[config.mk]
export PLATFORM = sky130hd
export DESIGN_NAME = memory_access_arbiter
export DESIGN_NICKNAME = d
export VERILOG_FILES = /design/src/rtl/memory_access_arbiter.sv
export SDC_FILE = /design/constraint.sdc
export NUM_CORES = 1
export LEC_CHECK = 0
export CAP_MARGIN = 20
export CORE_AREA = 10 10 122 113
export CTS_CLUSTER_DIAMETER = 50
export DETAILED_ROUTE_END_ITERATION = 8
export DIE_AREA = 0 0 132 123
export PLACE_DENSITY = 0.77
export SLEW_MARGIN = 20
export SYNTH_ARGS = -nofsm -noshare
export SYNTH_HDL_FRONTEND = slang
export SYNTH_SLANG_ARGS = --single-unit
export TNS_END_PERCENT = 100
[constraint.sdc]
create_clock -name clk -period 2.45 [get_ports clk]
set_input_delay 0.49 -clock clk [delete_from_list [all_inputs] [get_ports clk]]
set_output_delay 0.49 -clock clk [all_outputs]
set_load 0.005 [all_outputs]
[src/rtl/memory_access_arbiter.sv]
// Arbiter sharing the single-port RAM between instruction fetch and data access.
// Fixed-latency access sequencing with four-phase level completion per port.
module memory_access_arbiter #(
   parameter int ADDR_W      = 9,
   parameter int WAIT_CYCLES = 1
) (
   input  logic              clk,
   input  logic              reset,
   input  logic              i_req,
   input  logic [ADDR_W-1:0] i_addr,
   input  logic              d_req,
   input  logic              d_rw,
   input  logic [1:0]        d_size,
   input  logic [ADDR_W-1:0] d_addr,
   input  logic [31:0]       d_wdata,
   input  logic [31:0]       mem_rdata,
   output logic              mem_en,
   output logic              mem_we,
   output logic [1:0]        mem_size,
   output logic [ADDR_W-1:0] mem_addr,
   output logic [31:0]       mem_wdata,
   output logic              i_moc,
   output logic              d_moc,
   output logic [31:0]       rdata,
   output logic              d_err,
   output logic [1:0]        grant
);

   typedef enum logic [2:0] {
      S_IDLE,
      S_I_WAIT,
      S_D_WAIT,
      S_I_ACK,
      S_D_ACK
   } state_t;

   localparam logic [3:0] WAIT_LD = 4'(WAIT_CYCLES);

   state_t            state_q, state_d;
   logic [3:0]        cnt_q, cnt_d;
   logic              last_d_q, last_d_d;
   logic [ADDR_W-1:0] addr_q, addr_d;
   logic [1:0]        size_q, size_d;
   logic              rw_q, rw_d;
   logic [31:0]       wdata_q, wdata_d;
   logic [31:0]       rdata_q, rdata_d;
   logic              derr_q, derr_d;

   logic              d_mis;
   logic              take_d;
   logic              in_wait;
   logic              d_write;

   // Misalignment of the requested data access (reserved size acts as word)
   always_comb begin
      d_mis = 1'b0;
      unique case (1'b1)
         (d_size == 2'b00): d_mis = 1'b0;
         (d_size == 2'b01): d_mis = d_addr[0];
         default:           d_mis = |d_addr[1:0];
      endcase
   end

   // Round-robin: data wins in IDLE unless it was also served last while fetch waits
   assign take_d = d_req && (!i_req || !last_d_q);

   // Next-state and latched access fields
   always_comb begin
      state_d  = state_q;
      cnt_d    = cnt_q;
      last_d_d = last_d_q;
      addr_d   = addr_q;
      size_d   = size_q;
      rw_d     = rw_q;
      wdata_d  = wdata_q;
      rdata_d  = rdata_q;
      derr_d   = derr_q;
      unique case (state_q)
         S_IDLE: begin
            if (take_d) begin
               last_d_d = 1'b1;
               derr_d   = d_mis;
               if (d_mis) begin
                  state_d = S_D_ACK;
               end else begin
                  state_d = S_D_WAIT;
                  cnt_d   = WAIT_LD;
                  addr_d  = d_addr;
                  size_d  = d_size;
                  rw_d    = d_rw;
                  wdata_d = d_wdata;
               end
            end else if (i_req) begin
               state_d  = S_I_WAIT;
               cnt_d    = WAIT_LD;
               last_d_d = 1'b0;
               addr_d   = {i_addr[ADDR_W-1:2], 2'b00};
               size_d   = 2'b10;
               rw_d     = 1'b1;
               wdata_d  = '0;
            end
         end
         S_I_WAIT, S_D_WAIT: begin
            if (cnt_q == 4'd0) begin
               if (rw_q) begin
                  rdata_d = mem_rdata;
               end
               state_d = (state_q == S_I_WAIT) ? S_I_ACK : S_D_ACK;
            end else begin
               cnt_d = cnt_q - 4'd1;
            end
         end
         S_I_ACK: begin
            if (!i_req) begin
               state_d = S_IDLE;
            end
         end
         S_D_ACK: begin
            if (!d_req) begin
               state_d = S_IDLE;
            end
         end
         default: state_d = S_IDLE;
      endcase
   end

   // State and field registers with synchronous reset
   always_ff @(posedge clk) begin
      if (reset) begin
         state_q  <= S_IDLE;
         cnt_q    <= 4'd0;
         last_d_q <= 1'b0;
         addr_q   <= '0;
         size_q   <= 2'b00;
         rw_q     <= 1'b0;
         wdata_q  <= '0;
         rdata_q  <= '0;
         derr_q   <= 1'b0;
      end else begin
         state_q  <= state_d;
         cnt_q    <= cnt_d;
         last_d_q <= last_d_d;
         addr_q   <= addr_d;
         size_q   <= size_d;
         rw_q     <= rw_d;
         wdata_q  <= wdata_d;
         rdata_q  <= rdata_d;
         derr_q   <= derr_d;
      end
   end

   assign in_wait = (state_q == S_I_WAIT) || (state_q == S_D_WAIT);
   assign d_write = (state_q == S_D_WAIT) && !rw_q;

   // Outputs decoded from state and latched fields only
   always_comb begin
      mem_en    = in_wait;
      mem_we    = d_write && (cnt_q == 4'd0);
      mem_size  = in_wait ? size_q : 2'b00;
      mem_addr  = in_wait ? addr_q : '0;
      mem_wdata = d_write ? wdata_q : 32'd0;
      i_moc     = (state_q == S_I_ACK);
      d_moc     = (state_q == S_D_ACK);
      grant     = {state_q == S_D_WAIT, state_q == S_I_WAIT};
      rdata     = rdata_q;
      d_err     = derr_q;
   end

endmodule

==> impl_metrics.json <==
{
  "final_max_slew_viol_count": 0,
  "number_of_synthesized_register_bits": 85,
  "layout.core_utilization_pct": 53.6,
  "seq_power_share_pct": 33.3,
  "first_global_vias": 3850,
  "placementRows": 37,
  "clock-sinks": 85,
  "synthArstFlopShare_pct": 0,
  "worst-slew-pin-transition_ns": 0.624,
  "die_width_um": 132,
  "synth_edf_count": 0,
  "timing.clock.skew_ns": 0.00414,
  "detailed_place.area_sq_mm": 0.00566,
  "internal_power_mw": 3.43,
  "yosys-top-cells-area": "dfxtp_1 (44%), mux2i_1 (10%), nand4_1 (5.9%)",
  "floorplan_die_height_um": 123,
  "synth.avg_cell_area_sq_um": 8.78,
  "ir_drop_mv": 0.437,
  "cp_slowest_stage_delay_ns": 0.54,
  "cp-start-kind": "flop",
  "switchingPower_mw": 1.86,
  "cts_hold_repair.buffers": 0,
  "number_of_endpoints_failing_setup_at_the_final_stage": 0,
  "synthDominantCellAreaShare_pct": 44.2,
  "share_comb_of_total_power_pct": 40.7,
  "p_leak_nw": 2.59,
  "via_count": 3821,
  "synthesis.instances": 438,
  "clk_transition_reported_paths_ns": 0.06,
  "clock_path_buffers": 2,
  "cts_made_buffers": 9,
  "wirelength_um": 13100,
  "cell_chain_of_the_critical_path": "inv_2 -> nand2_2 -> nor3_2 -> buf_12 -> and2_1 -> clkdlybuf4s50_1",
  "grt_antenna_before_repair": 0,
  "outcome": "finished clean",
  "root_buffer": "clkbuf_16",
  "fin_crit_sh_pct": 97.1,
  "synth.yosys.seq_area_share_pct": 44.2,
  "top_family_by_delay_on_critical_path": "buffers and inverters",
  "post_drt_wl_per_cell_um": 17.5,
  "insertedDiodeCount": 0,
  "synth_top_flop_cell": "dfxtp_1",
  "detailedPlace.worstSlack_ns": 0.128,
  "top_level_ports": 171,
  "tritoncts": "yes",
  "postLayoutCellArea_sq_mm": 0.00603,
  "detail_route.vias_per_cell": 5.08,
  "setup_ws_ns": 0.0704,
  "cts_htree_levels": 3,
  "p_sw_share_pct": 35.1,
  "design.die.area_sq_mm": 0.0162,
  "top_achievable_clock_speed_mhz": 420,
  "kind_of_capture_point_of_the_worst_setup_path": "output pin",
  "final_net_count": 682,
  "grt_remaining_overflow": 0,
  "slowest_stage": "clkdlybuf4s50_1",
  "groute.usage.overall_pct": 15.7,
  "clock_latency_ns": 0.34,
  "proportion_of_layout_cells_with_a_drive_suffix_above_1_pct": 9.73,
  "holdCritPathClass": "reg -> reg",
  "remaining_drc_errors": 0,
  "synth.net_count": 529,
  "slew-limit-headroom_pct": 58.3,
  "p_total_mw": 5.29,
  "gpl.final_weighted_congestion": 0.777,
  "areaGrowthSynthToFinish_pct": 56.7,
  "worst_ep_arrival_time_ns": 1.89,
  "clock_power_share_pct": 26.1,
  "setup-tns-final_ns": 0,
  "grt_pass1_wl_um": 20700,
  "power_density_mw_per_mm2": 877,
  "place.port_buffers": 168,
  "drtIter0Drc": 177,
  "timing.max_cap.violations": 0,
  "worst_ep_required_time_ns": 1.96,
  "timing.critical_path.buf_inv": 3,
  "firstDrtPassIters": 5,
  "post_detail_place_hpwl_um": 9550,
  "synthDistinctLibCells": 46,
  "layout_min_cycle_time_ns": 2.38,
  "hold_violations_final": 0,
  "initial_utilization_pct": 34.2,
  "worst-path-max-fanout": 32,
  "postRouteAntennaNets": 0,
  "netlist_area_sq_mm": 0.00385,
  "placeableCoreArea_sq_mm": 0.0112,
  "grt_start_max_net_pins": 47,
  "yosys_warnings": 0,
  "synth_largest_area_cell": "dfxtp_1",
  "timing.setup.critical_path_class": "reg -> out"
}
[kinds of logic after synthesis]
family                     synth area share, %
AOI/OAI and AO/OA                         12.9
xor gates and xnor gates                 0.879
adders and majority gates                0.651
buffers and inverters                     6.70
DFF                                       44.2
muxes                                     10.4
and+or+nand+nor                           24.2
[per-layer routing]
| metal | GRT usage, % | wire length [um] |
|---|---|---|
| met5 | 0 | 0 |
| met4 | 7.50 | 278 |
| met3 | 8.92 | 1810 |
| met2 | 23.4 | 5640 |
| met1 | 18.0 | 5410 |
[stage by stage]
step | hold WS (ns) | instances
3_3_place_gp | 0.431 | 734
2_1_floorplan | 0.424 | 438
5_1_grt | 0.464 | 752
4_1_cts | 0.446 | 750
6_report | 0.441 | 752
3_5_place_dp | 0.438 | 734
[worst paths after layout]
| check | start | to | slack, ns | cells past startpoint |
|---|---|---|---|---|
| min | wdata_q[2] | wdata_q[2] | 0.44 | 2 |
| min reg2reg | wdata_q[2] | wdata_q[2] | 0.44 | 2 |
| max reg2reg | state_q[1] | rdata[20] | 0.54 | 8 |
| max | state_q[2] | mem_wdata[0] | 0.07 | 6 |
[area by class of cell]
cell class                 instances  area (sq um)
tap                              156           195
clock inverter                     6          62.6
multi-input combinational        302          1920
fill                            1038          5220
timing repair buffer             186          1880
inverter                           7          26.3
sequential                        85          1700
clock buffer                      10           239
[synth_stat cells (2+ instances only)]
master,n
a31oi_1,2
o41ai_1,2
o21ai_1,8
mux2i_1,40
and3_1,11
clkbuf_1,25
nand2_1,43
nand4_1,36
buf_2,11
a21boi_0,2
a211oi_2,3
ha_1,2
nor2_1,39
inv_2,2
nor3_1,8
o21ai_0,30
a21oi_1,12
inv_1,5
buf_6,7
dfxtp_1,85
o221a_2,2
and2_1,33
o2111ai_1,2
a211oi_1,6
[registers in the layout, summed over array words and instances (netlist names)]
signal	cells
rdata	32
wdata_q	32
addr_q	9
cnt_q	4
state_q	3
size_q	2
d_err	1
last_d_q	1
rw_q	1
[placed cells by master (no fill, tap or decap), types with 2 or more instances in the layout]
cell type        count
o221a_2              2
inv_2                2
inv_1                5
clkinv_2             3
nand2_1             42
a21boi_0             2
nand4_1             36
nor3_1               6
a211oi_2             3
buf_12               3
and2_1              33
o21ai_1              8
buf_4               12
o21ai_0             30
buf_6                2
ha_1                 2
and3_1              11
o2111ai_1            2
a211oi_1             6
nor2_1              39
a21oi_1             12
a31oi_1              2
mux2i_1             40
dfxtp_2              2
o41ai_1              2
clkdlybuf4s50_1    157
dlygate4sd2_1        2
clkbuf_16            9
clkinv_4             2
dlymetal6s2s_1       8
dfxtp_1             83
nor3_2               3
[power by group through the flow]
| stage | logic (mW) | registers (mW) | clock network [mW] |
|---|---|---|---|
| after CTS | 2.08 | 1.75 | 1.43 |
| final | 2.15 | 1.76 | 1.38 |
| after detailed placement | 2.06 | 1.78 | 0 |
| after global routing | 2.34 | 1.79 | 1.47 |
| after floorplan | 1.24 | 1.74 | 0 |
| after global placement | 2.00 | 1.76 | 0 |
[worst register-to-register path, cell delays in order, from the launching register on]
cell and delay (ns):
dfxtp_2 0.34, buf_8 0.14, xor2_4 0.16, buf_6 0.15
buf_4 0.13, nand4_2 0.09, buf_4 0.44, mux2i_1 0.29
nor2_1 0.06
[what timing repair did]
action                     in CTS  in global routing
resized for setup               5                 16
setup buffers                   0                  1
setup endpoints to repair       5                 12
gates cloned                    0                  1
Note: power is estimated with default switching activity, not from simulation.
==> RTL edit (config.mk and constraints unchanged) <==
Change the parameter `ADDR_W` from 9 to 10.
--- a/src/rtl/memory_access_arbiter.sv
+++ b/src/rtl/memory_access_arbiter.sv
@@ -1,7 +1,7 @@
 // Arbiter sharing the single-port RAM between instruction fetch and data access.
 // Fixed-latency access sequencing with four-phase level completion per port.
 module memory_access_arbiter #(
-   parameter int ADDR_W      = 9,
+   parameter int ADDR_W      = 10,
    parameter int WAIT_CYCLES = 1
 ) (
    input  logic              clk,
Ports: changed (resized d_addr, i_addr and mem_addr); port bits go from 171 to 174. No check against the original RTL was run, so the function may have changed too.
==> RTL edit against the original RTL <==
- fmax shrank 1.1%
- total power decreased by 1.5%
- area after synthesis rose by 0.49%
- setup slack got worse by 0.025 ns
- sequential share of layout area fell by 0.072 points
- global-route usage rose by 0.17 points
- cell count grew 4.9%
- synthesized cell count increased by 6.8%
- non-clock buffer count increased by 4
- cell area is 1.4% higher
- sequential cell count rose by 1
- routed wire length rose by 4.3%
==> RTL edit: results (changes against the original RTL) <==
| Metric | Value |
|---|---|
| Multi-input logic area | `1973 um^2 (was 1918 um^2)` |
| R2R Setup Slk | `0.62 ns (was 0.54 ns)` |
| Worst Reg2Reg Path Length in Cells | `6 (was 8)` |
| Relative slew margins | `63.52% (was 58.34%)` |
| Final period util | `98.16% (was 97.13%)` |
| GP Congestion | `0.7748 (was 0.7768)` |
| Avg Inst Size Synth | `8.258 um^2 (was 8.781 um^2)` |
| Vias in the first global route | `4,128 (was 3,850)` |
| Placed insts | `773 (was 734)` |
| First-pass GRT wire length | `21,090 um (was 20,670 um)` |
| Fin cells | `789 (was 752)` |
| Placed instance area | `5751 um^2 (was 5655 um^2)` |
| DR pass1 iterations | `4 (was 5)` |
| Multi-input combinational area share | `32.28% (was 31.82%)` |
| Non-clock buffer share | `30.97% (was 31.22%)` |
| Leading post-synthesis cells by cell area | `dfxtp_1, and2_1, nand2_1, a21oi_1, nand2b_1 (was dfxtp_1, mux2i_1, nand4_1, and2_1, nand2_1)` |
| Total track usage | `15.89% (was 15.72%)` |
| Met3 usage | `9.246% (was 8.921%)` |
| Detail Placement HPWL | `9864 um (was 9552 um)` |
| Met1 usage | `16.72% (was 18.04%)` |
| Critical-path maximum fanout | `7 (was 32)` |
| P_comb | `1.99 mW (was 2.15 mW)` |
| Layout cells sized above 1 | `8.215% (was 9.732%)` |
| Seq area share | `28.20% (was 28.27%)` |
| Skew final | `0.004726 ns (was 0.004139 ns)` |
| Seq/Total Area, Yosys | `44.55% (was 44.24%)` |
| Reg-to-Reg Start | `state_q[2] (was state_q[1])` |
| Clk pwr share | `27.5% (was 26.1%)` |
| Buffers outside the clock class | `190 (was 186)` |
| Clock Buffer Count | `11 (was 10)` |
| Status | `finished, final reports clean (unchanged)` |
| Worst R2R End | `size_q[1] (was rdata[20])` |
| Nets | `722 (was 682)` |
| Setup crit start | `state_q[0] (was state_q[2])` |
| IO buf count | `171 (was 168)` |
| Vias | `3,963 (was 3,821)` |
| Worst min-delay path startpoint | `rdata[8] (was wdata_q[2])` |
| Initial DRC Count | `275 (was 177)` |
| CTS sink count | `86 (was 85)` |
==> RTL edit: cell types whose count changed in the layout (fill, tap and decap cells not counted), sizes merged, moves of 4 or more <==
cell / before / now
clkinv: 5 / 1
nand2b: 1 / 37
a21oi: 12 / 48
and2: 34 / 45
nand2: 43 / 68
mux2i: 40 / 9
clkdlybuf4s50: 157 / 161
nor2: 40 / 8
and3: 11 / 0
==> RTL edit: cell families (layout without fill, tap and decap cells) <==
group | count (synthesis) | count (layout)
AO/OA/AOI/OAI | 112 | 112
adder cells (fa/ha/maj) | 2 | 2
flip-flops | 86 | 86
multiplexers | 9 | 9
AND/OR/NAND/NOR | 211 | 212
buffers and inverters | 47 | 211
XOR/XNOR | 1 | 1
==> RTL edit: tightest hold or removal path: cells and delay by family, from the launching register on <==
kind | cells | cell delay, ns
compound gates | 1 | 0.05
flops | 1 | 0.31
simple gates | 1 | 0.05
==> RTL edit: what timing repair did <==
item,CTS,global route
resized for setup,7,14
endpoints found under the setup margin,45,37
gates cloned,0,1
